$ cat src/rtl/and8_chk_pkg.sv
// Shared types, defaults and helpers for the AND8 response checker.
// Queue entries pair the expected reduction result with the cycle stamp of acceptance.
package and8_chk_pkg;

    localparam int DEF_WIDTH = 8;
    localparam int DEF_DEPTH = 8;
    localparam int DEF_TS_W  = 16;
    localparam int DEF_CNT_W = 16;

    typedef struct packed {
        logic                exp;
        logic [DEF_TS_W-1:0] ts;
    } chk_entry_t;

    // Increment that sticks at the all-ones value of a counter 'width' bits wide.
    function automatic logic [31:0] sat_inc(input logic [31:0] val, input int unsigned width);
        logic [31:0] max_val;
        max_val = (width >= 32) ? 32'hFFFF_FFFF : ((32'd1 << width) - 32'd1);
        return (val >= max_val) ? max_val : val + 32'd1;
    endfunction

endpackage

$ cat src/rtl/chk_fifo.sv
// Synchronous FIFO of checker entries; head is visible combinationally, push/pop in one cycle.
// A push while full is accepted only when a pop in the same cycle frees the slot.
module chk_fifo
    import and8_chk_pkg::*;
#(
    parameter int  DEPTH   = DEF_DEPTH,
    parameter type entry_t = chk_entry_t
) (
    input  logic                       clk_i,
    input  logic                       rst_n_i,
    input  logic                       push_i,
    input  entry_t                     push_dat_i,
    input  logic                       pop_i,
    output logic                       full_o,
    output logic                       empty_o,
    output logic [$clog2(DEPTH):0]     count_o,
    output entry_t                     head_o
);

    localparam int AW = $clog2(DEPTH);
    localparam logic [AW:0] FULL_CNT = (AW+1)'(DEPTH);

    entry_t          mem_q [DEPTH];
    logic [AW-1:0]   wr_ptr_q, wr_ptr_d;
    logic [AW-1:0]   rd_ptr_q, rd_ptr_d;
    logic [AW:0]     count_q, count_d;
    logic            do_push, do_pop;

    assign full_o  = (count_q == FULL_CNT);
    assign empty_o = (count_q == '0);
    assign count_o = count_q;
    assign head_o  = mem_q[rd_ptr_q];

    assign do_push = push_i & (~full_o | pop_i);
    assign do_pop  = pop_i & ~empty_o;

    always_comb begin
        wr_ptr_d = wr_ptr_q;
        rd_ptr_d = rd_ptr_q;
        count_d  = count_q;
        if (do_push) wr_ptr_d = wr_ptr_q + AW'(1);
        if (do_pop)  rd_ptr_d = rd_ptr_q + AW'(1);
        case ({do_push, do_pop})
            2'b10:   count_d = count_q + (AW+1)'(1);
            2'b01:   count_d = count_q - (AW+1)'(1);
            default: count_d = count_q;
        endcase
    end

    always_ff @(posedge clk_i or negedge rst_n_i) begin
        if (!rst_n_i) begin
            wr_ptr_q <= '0;
            rd_ptr_q <= '0;
            count_q  <= '0;
        end else begin
            wr_ptr_q <= wr_ptr_d;
            rd_ptr_q <= rd_ptr_d;
            count_q  <= count_d;
        end
    end

    // Storage needs no reset: occupancy alone decides which slots are meaningful.
    always_ff @(posedge clk_i) begin
        if (do_push) mem_q[wr_ptr_q] <= push_dat_i;
    end

endmodule

$ cat config.mk
export PLATFORM = sky130hd
export DESIGN_NAME = chk_fifo
export DESIGN_NICKNAME = d
export VERILOG_FILES = /design/src/rtl/and8_chk_pkg.sv /design/src/rtl/chk_fifo.sv
export SDC_FILE = /design/constraint.sdc
export NUM_CORES = 1
export LEC_CHECK = 0
export CORE_ASPECT_RATIO = 1.75
export CORE_UTILIZATION = 58
export CTS_CLUSTER_DIAMETER = 100
export DETAILED_ROUTE_END_ITERATION = 6
export GPL_TIMING_DRIVEN = 0
export PLACE_DENSITY = 0.79
export SLEW_MARGIN = 20
export SYNTH_ARGS = -nofsm -noshare
export SYNTH_HDL_FRONTEND = slang
export SYNTH_SLANG_ARGS = --single-unit
$ cat constraint.sdc
create_clock -name clk_i -period 3.3 [get_ports clk_i]
set_input_delay 0.66 -clock clk_i [delete_from_list [all_inputs] [get_ports clk_i]]
set_output_delay 0.66 -clock clk_i [all_outputs]
set_load 0.03 [all_outputs]
==> results of run 1 <==
[worst reg2reg max path, cell delays in order, from the launching register on]
cell	delay (ns)
dfrtp_1	0.39
buf_6	0.14
or4b_4	0.55
o21ai_4	0.30
ha_2	0.33
ha_1	0.31
or4b_2	0.68
o311ai_0	0.13
o211ai_1	0.12
[metrics by stage]
stage	hold slack [ns]	area [um2]	worst slack, ns	TNS [ns]
final	0.598	7130	0.214	0
after global routing	0.622	7130	0.0600	0
after CTS	0.585	7110	0.00266	0
after detailed placement	0.580	6520	0.00966	0
after global placement	0.533	6350	-1.74	-86.96
after floorplan	0.364	5770	0.271	0
[how the worst max path moves through the flow]
stage	start	end	slack (ns)	depth (start not counted)
after global routing	count_o[0]$_DFFE_PN0P_	count_o[3]$_DFFE_PN0P_	0.06	8
after detailed placement	pop_i	count_o[3]$_DFFE_PN0P_	0.01	7
after floorplan	count_o[0]$_DFFE_PN0P_	count_o[3]$_DFFE_PN0P_	0.27	8
after global placement	pop_i	mem_q[0][4]$_DFFE_PP_	-1.74	3
after CTS	rd_ptr_q[0]$_DFFE_PN0P_	head_o[11]	0.003	5
final	count_o[0]$_DFFE_PN0P_	count_o[3]$_DFFE_PN0P_	0.21	8
[registers in the layout (all words and copies together) (netlist names)]
signal,cells
count_o,4
wr_ptr_q,3
mem_q,136
rd_ptr_q,3
[kinds of logic (layout without fill, tap and decap cells)]
| logic type | Yosys count | count (layout) | share of synthesized area (%) |
|---|---|---|---|
| flops | 146 | 146 | 75.1 |
| fa+ha+maj | 6 | 6 | 1.43 |
| xor+xnor | 6 | 6 | 0.911 |
| mux | 54 | 54 | 17.2 |
| simple gates | 24 | 24 | 2.34 |
| compound gates | 10 | 10 | 1.43 |
| buf+inv | 18 | 106 | 1.54 |
[final cells by class]
class	count	area, um2	share of cell area [%]
Clock inverter	15	168	2.35
Timing Repair Buffer	57	568	7.96
Multi-Input combinational cell	100	1380	19.4
Inverter	6	22.5	0.316
Buffer	11	81.3	1.14
Clock buffer	17	425	5.96
Sequential cell	146	4330	60.8
Tap cell	122	153	2.14
[cell usage after synthesis]
library cell    n  area, um2
a2111o_1        1       11.3
a21oi_1         2       10.0
buf_1           3       11.3
buf_2           2       10.0
buf_4           3       22.5
buf_6           1       11.3
clkbuf_1        3       11.3
dfrtp_1        10        250
edfxtp_1      136       4080
fa_1            1       20.0
ha_1            5       62.6
inv_1           5       18.8
inv_2           1       3.75
mux2_2         18        203
mux2_4          1       15.0
mux2i_1         1       10.0
mux4_2         34        766
nand2_1         6       22.5
nand2b_1        2       12.5
nand3_1         2       10.0
nor2_1          3       11.3
nor3_1          4       20.0
nor3b_1         3       22.5
nor4_1          2       12.5
o211ai_1        3       22.5
o21ai_0         1       5.00
o21ai_4         1       16.3
o311ai_0        1       8.76
o41ai_1         1       8.76
or4b_2          1       10.0
or4b_4          1       13.8
xnor2_1         5       43.8
xor2_1          1       8.76
[power groups by stage]
stage / logic (mW) / clock network (mW) / registers, mW
floorplan: 1.63 / 0 / 2.53
global placement: 2.41 / 0 / 2.51
detailed placement: 2.53 / 0 / 2.53
CTS: 2.47 / 1.90 / 2.53
global route: 2.57 / 1.97 / 2.55
finish: 2.42 / 1.88 / 2.52
[routing by layer]
layer | vias to the layer above | wire (um) | global-route usage (%)
met3 | 16 | 432 | 5.99
met1 | 1463 | 3950 | 27.0
met5 | - | 0 | 0
li1 | 1242 | - | -
met2 | 94 | 6050 | 40.5
met4 | 0 | 221 | 9.85
[what timing repair did]
action	4_1_cts	5_1_grt
endpoints found under the hold margin	0	0
setup endpoints to repair	17	9
gates cloned	0	0
gates resized for setup	17	9
==> impl_metrics.json, run 1 <==
{
  "outcome": "finished, final reports clean",
  "post_route_cells_drive_above_1_share_pct": 34.1,
  "wl_per_cell_um": 22.5,
  "finalMaxSlewViolations": 0,
  "finalHoldViolCount": 0,
  "pin_count_of_the_biggest_net_entering_global_routing": 17,
  "power.switching_fraction_pct": 31.7,
  "drc_errors": 0,
  "std_cell_rows": 47,
  "crit_path_cell_trace": "buf_6 > or4b_4 > o21ai_4 > ha_2 > ha_1 > or4b_2 > o311ai_0 > o211ai_1",
  "worst_clock_skew_ns": 0.00967,
  "p_switching_mw": 2.16,
  "ctsLongestPathBuffers": 2,
  "route.vias.total": 2815,
  "first_global_vias": 3022,
  "critical_path.startpoint_type": "flop",
  "critPathMaxStageDelay_ns": 0.68,
  "number_of_antenna_violations_at_the_first_check_in_global_routing": 0,
  "period_needed_ns": 3.09,
  "die_y_um": 134,
  "synth.avg_cell_area_um2": 21.9,
  "reg2reg_from": "count_o[0]$_DFFE_PN0P_",
  "r2r_setup_slack_ns": 0.21,
  "r2r_cells": 8,
  "comb_power_share_pct": 35.5,
  "final.period_utilization_pct": 93.5,
  "synth_area_um2": 5770,
  "groute.usage.overall_pct": 23.2,
  "grt.overflow.total": 0,
  "cts_htree_levels": 4,
  "post_synth_num_cell_types": 33,
  "tritoncts": "built",
  "detail_route.wirelength_mm": 10.7,
  "finalSetupViolations": 0,
  "endpoint_kind": "flop",
  "post_drt_via_cell_ratio": 5.94,
  "yosysWarningCount": 0,
  "final_std_cells_w_o_fill": 474,
  "gp_congestion": 0.739,
  "detail_route.first_pass.iterations": 4,
  "place_inst": 443,
  "antennaDiodeCount": 0,
  "syn-num-nets": 291,
  "design.core.area_um2": 9590,
  "finish.utilization_pct": 74.4,
  "ant_nets": 0,
  "max_clock_freq_ghz": 0.324,
  "worst_margin_slew_ns": 0.754,
  "timing.critical_path.max_delay_family": "simple AND/OR/NAND/NOR gates",
  "power.density_cell_area_nw_per_um2": 955,
  "clk_latency_ns": 0.42,
  "area.growth.synth_to_final_pct": 23.7,
  "finalNetCount": 366,
  "cts_inserted_buffers": 17,
  "hpwl_mm": 7.09,
  "cts_hold_buf": 0,
  "initial_core_util_pct": 60.2,
  "cp_num_buf_inv": 1,
  "die-area_um2": 10400,
  "layout.filler_cells": 544,
  "overall_die_width_um": 77.4,
  "dr.first_iter.drc_count": 134,
  "io_buffers": 43,
  "max_cap_violations": 0,
  "sequential_cell_area_fraction_in_the_yosys_report_pct": 75.1,
  "layout.cells.most_common_list": "edfxtp_1, mux4_2, clkdlybuf4s50_1",
  "vdd.ir_drop.worst_mv": 0.675,
  "power.leakage_nw": 2.47,
  "clock_sinks": 146,
  "path_class": "flop to flop",
  "clock_power_share_pct": 27.6,
  "yosys_register_bits": 146,
  "arrival_ns": 3.37,
  "cts_setup_buffers": 0,
  "critical_path_peak_fanout": 9,
  "rsz0062_at_grt": "no",
  "final_common_cell": "edfxtp_1",
  "clkTransAtPathRegs_ns": 0.06,
  "hp-class": "input port to async pin",
  "cts.root.buffer_cell": "clkbuf_16",
  "sequential_share_of_power_pct": 36.9,
  "fin_total_pwr_mw": 6.81,
  "timing.slew.headroom_pct": 49.1,
  "worst_path_required_time_ns": 3.58,
  "critical-path-slowest-cell": "or4b_2",
  "grt_first_pass_wirelength_mm": 16.7,
  "cell_internal_pwr_mw": 4.65,
  "r2r-end": "count_o[3]$_DFFE_PN0P_",
  "io-pin-count": 44,
  "synthCells": 264
}
(Power assumes the default switching activity.)
==> inputs of run 2 (changes only) <==
Settings changed: MAX_ROUTING_LAYER set to met4.
==> impl_metrics.json, run 2 (synthesis results as in run 1) <==
{
  "outcome": "finished, final reports clean",
  "final_common_cell": "edfxtp_1",
  "reg2reg_from": "count_o[0]$_DFFE_PN0P_",
  "overall_die_width_um": 77.4,
  "final_std_cells_w_o_fill": 474,
  "io_buffers": 43,
  "global_route.peak_usage_layer": "met2",
  "max_cap_violations": 0,
  "die_y_um": 134,
  "finalSetupViolations": 0,
  "clkTransAtPathRegs_ns": 0.06,
  "period_needed_ns": 3.08,
  "rsz0062_at_grt": "no",
  "r2r_setup_slack_ns": 0.22,
  "die-area_um2": 10400,
  "finalHoldWorstSlack_ns": 0.597,
  "post_drt_via_cell_ratio": 5.90,
  "wl_per_cell_um": 22.4,
  "vdd.ir_drop.worst_mv": 0.674,
  "hpwl_mm": 7.09,
  "route.vias.total": 2796,
  "finalNetCount": 366,
  "critical_path.startpoint_type": "flop",
  "clk_latency_ns": 0.41,
  "finalHoldViolCount": 0,
  "clock_sinks": 146,
  "cp_num_buf_inv": 1,
  "timing.critical_path.max_delay_family": "simple AND/OR/NAND/NOR gates",
  "crit_path_cell_trace": "buf_6 > or4b_4 > o21ai_4 > ha_2 > ha_1 > or4b_2 > o311ai_0 > o211ai_1",
  "layout.filler_cells": 544,
  "cts.root.buffer_cell": "clkbuf_16",
  "worst_margin_slew_ns": 0.763,
  "path_class": "flop to flop",
  "endpoint_kind": "flop",
  "largest_register_ffs": 136,
  "gp_congestion": 0.748,
  "critical_path_peak_fanout": 9,
  "place_inst": 443,
  "ff_latch_area_um2": 4330,
  "timing.setup.tns_ns": 0,
  "finalMaxSlewViolations": 0,
  "std_cell_rows": 47,
  "ant_nets": 0,
  "grt.overflow.total": 0,
  "multi_input_area_um2": 1380,
  "finish.utilization_pct": 74.4,
  "most_flops_register": "mem_q",
  "design.core.area_um2": 9590,
  "groute.usage.overall_pct": 24.0,
  "initial_core_util_pct": 60.2,
  "power.leakage_nw": 2.47,
  "power.density_cell_area_nw_per_um2": 955,
  "placement.setup.worst_slack_ns": 0.00966,
  "io-pin-count": 44,
  "worst_path_required_time_ns": 3.58,
  "groute.layer.met2.usage_pct": 40.4,
  "post_route_cells_drive_above_1_share_pct": 34.1,
  "hp-class": "input port to async pin",
  "cts_setup_buffers": 0,
  "area.growth.synth_to_final_pct": 23.7,
  "pin_count_of_the_biggest_net_entering_global_routing": 17,
  "layout.cells.most_common_list": "edfxtp_1, mux4_2, clkdlybuf4s50_1",
  "cts_inserted_buffers": 17,
  "r2r_cells": 8,
  "number_of_antenna_violations_at_the_first_check_in_global_routing": 0,
  "worst_slack_ns": 0.224,
  "globalRouteMet1Util_pct": 27.2,
  "cts_hold_buf": 0,
  "grt.met3_usage_pct": 5.85,
  "timing.slew.headroom_pct": 48.5,
  "cts_htree_levels": 4,
  "critPathMaxStageDelay_ns": 0.67,
  "detail_route.wirelength_mm": 10.6,
  "r2r-end": "count_o[3]$_DFFE_PN0P_",
  "dr.first_iter.drc_count": 130,
  "arrival_ns": 3.36,
  "worst_clock_skew_ns": 0.00783,
  "ctsLongestPathBuffers": 2,
  "tritoncts": "built",
  "final.period_utilization_pct": 93.2,
  "grt_first_pass_wirelength_mm": 16.7,
  "first_global_vias": 3010,
  "max_clock_freq_ghz": 0.325,
  "critical-path-slowest-cell": "or4b_2",
  "detail_route.first_pass.iterations": 4,
  "antennaDiodeCount": 0,
  "drc_errors": 0
}
run 2: cell counts in the layout (fill, tap and decap cells not counted):
No cell type changed its count.
run 2: power breakdown:
group          leakage, nW  switching, mW  internal [mW]  total [mW]
sequential            1.35          0.166           2.35        2.52
combinational        0.829           1.30           1.12        2.42
clock                0.287          0.695           1.18        1.87
run 2: worst max-delay path by stage:
stage | start | endpoint | cells past startpoint
after global routing | count_o[0]$_DFFE_PN0P_ | count_o[3]$_DFFE_PN0P_ | 8
after detailed placement | pop_i | count_o[3]$_DFFE_PN0P_ | 7
final | count_o[0]$_DFFE_PN0P_ | count_o[3]$_DFFE_PN0P_ | 8
after CTS | rd_ptr_q[0]$_DFFE_PN0P_ | head_o[11] | 5
after global placement | pop_i | mem_q[0][4]$_DFFE_PP_ | 3
after floorplan | count_o[0]$_DFFE_PN0P_ | count_o[3]$_DFFE_PN0P_ | 8
run 2: worst reg2reg max path, stage by stage (launching register included):
cell and delay [ns]:
dfrtp_1 0.39, buf_6 0.14, or4b_4 0.55, o21ai_4 0.30
ha_2 0.33, ha_1 0.31, or4b_2 0.67, o311ai_0 0.12
o211ai_1 0.12
run 2: through the flow:
stage                     area [um2]  power, mW
final                           7130       6.81
after global routing            7130       7.09
after CTS                       7110       6.90
after detailed placement        6520       5.06
after global placement          6350       4.92
after floorplan                 5770       4.16
run 2: what timing repair did:
action                                 CTS  global route
gates resized for setup                 17             9
setup endpoints to repair               17             9
endpoints found under the hold margin    0             0
run 2: final cells by class:
| type | instances | share of cell area [%] |
|---|---|---|
| Sequential cell | 146 | 60.8 |
| Multi-Input combinational cell | 100 | 19.4 |
| Timing Repair Buffer | 57 | 7.96 |
| Clock buffer | 17 | 5.96 |
| Clock inverter | 15 | 2.35 |
| Tap cell | 122 | 2.14 |
| Buffer | 11 | 1.14 |
| Inverter | 6 | 0.316 |
run 2: per-layer routing:
metal | up-vias | share of wire (%) | routed length, um
met3 | 10 | 4.1 | 439
met4 | 0 | 1.5 | 161
met2 | 90 | 58 | 6120
met5 | - | 0 | 0
li1 | 1241 | - | -
met1 | 1455 | 37 | 3910
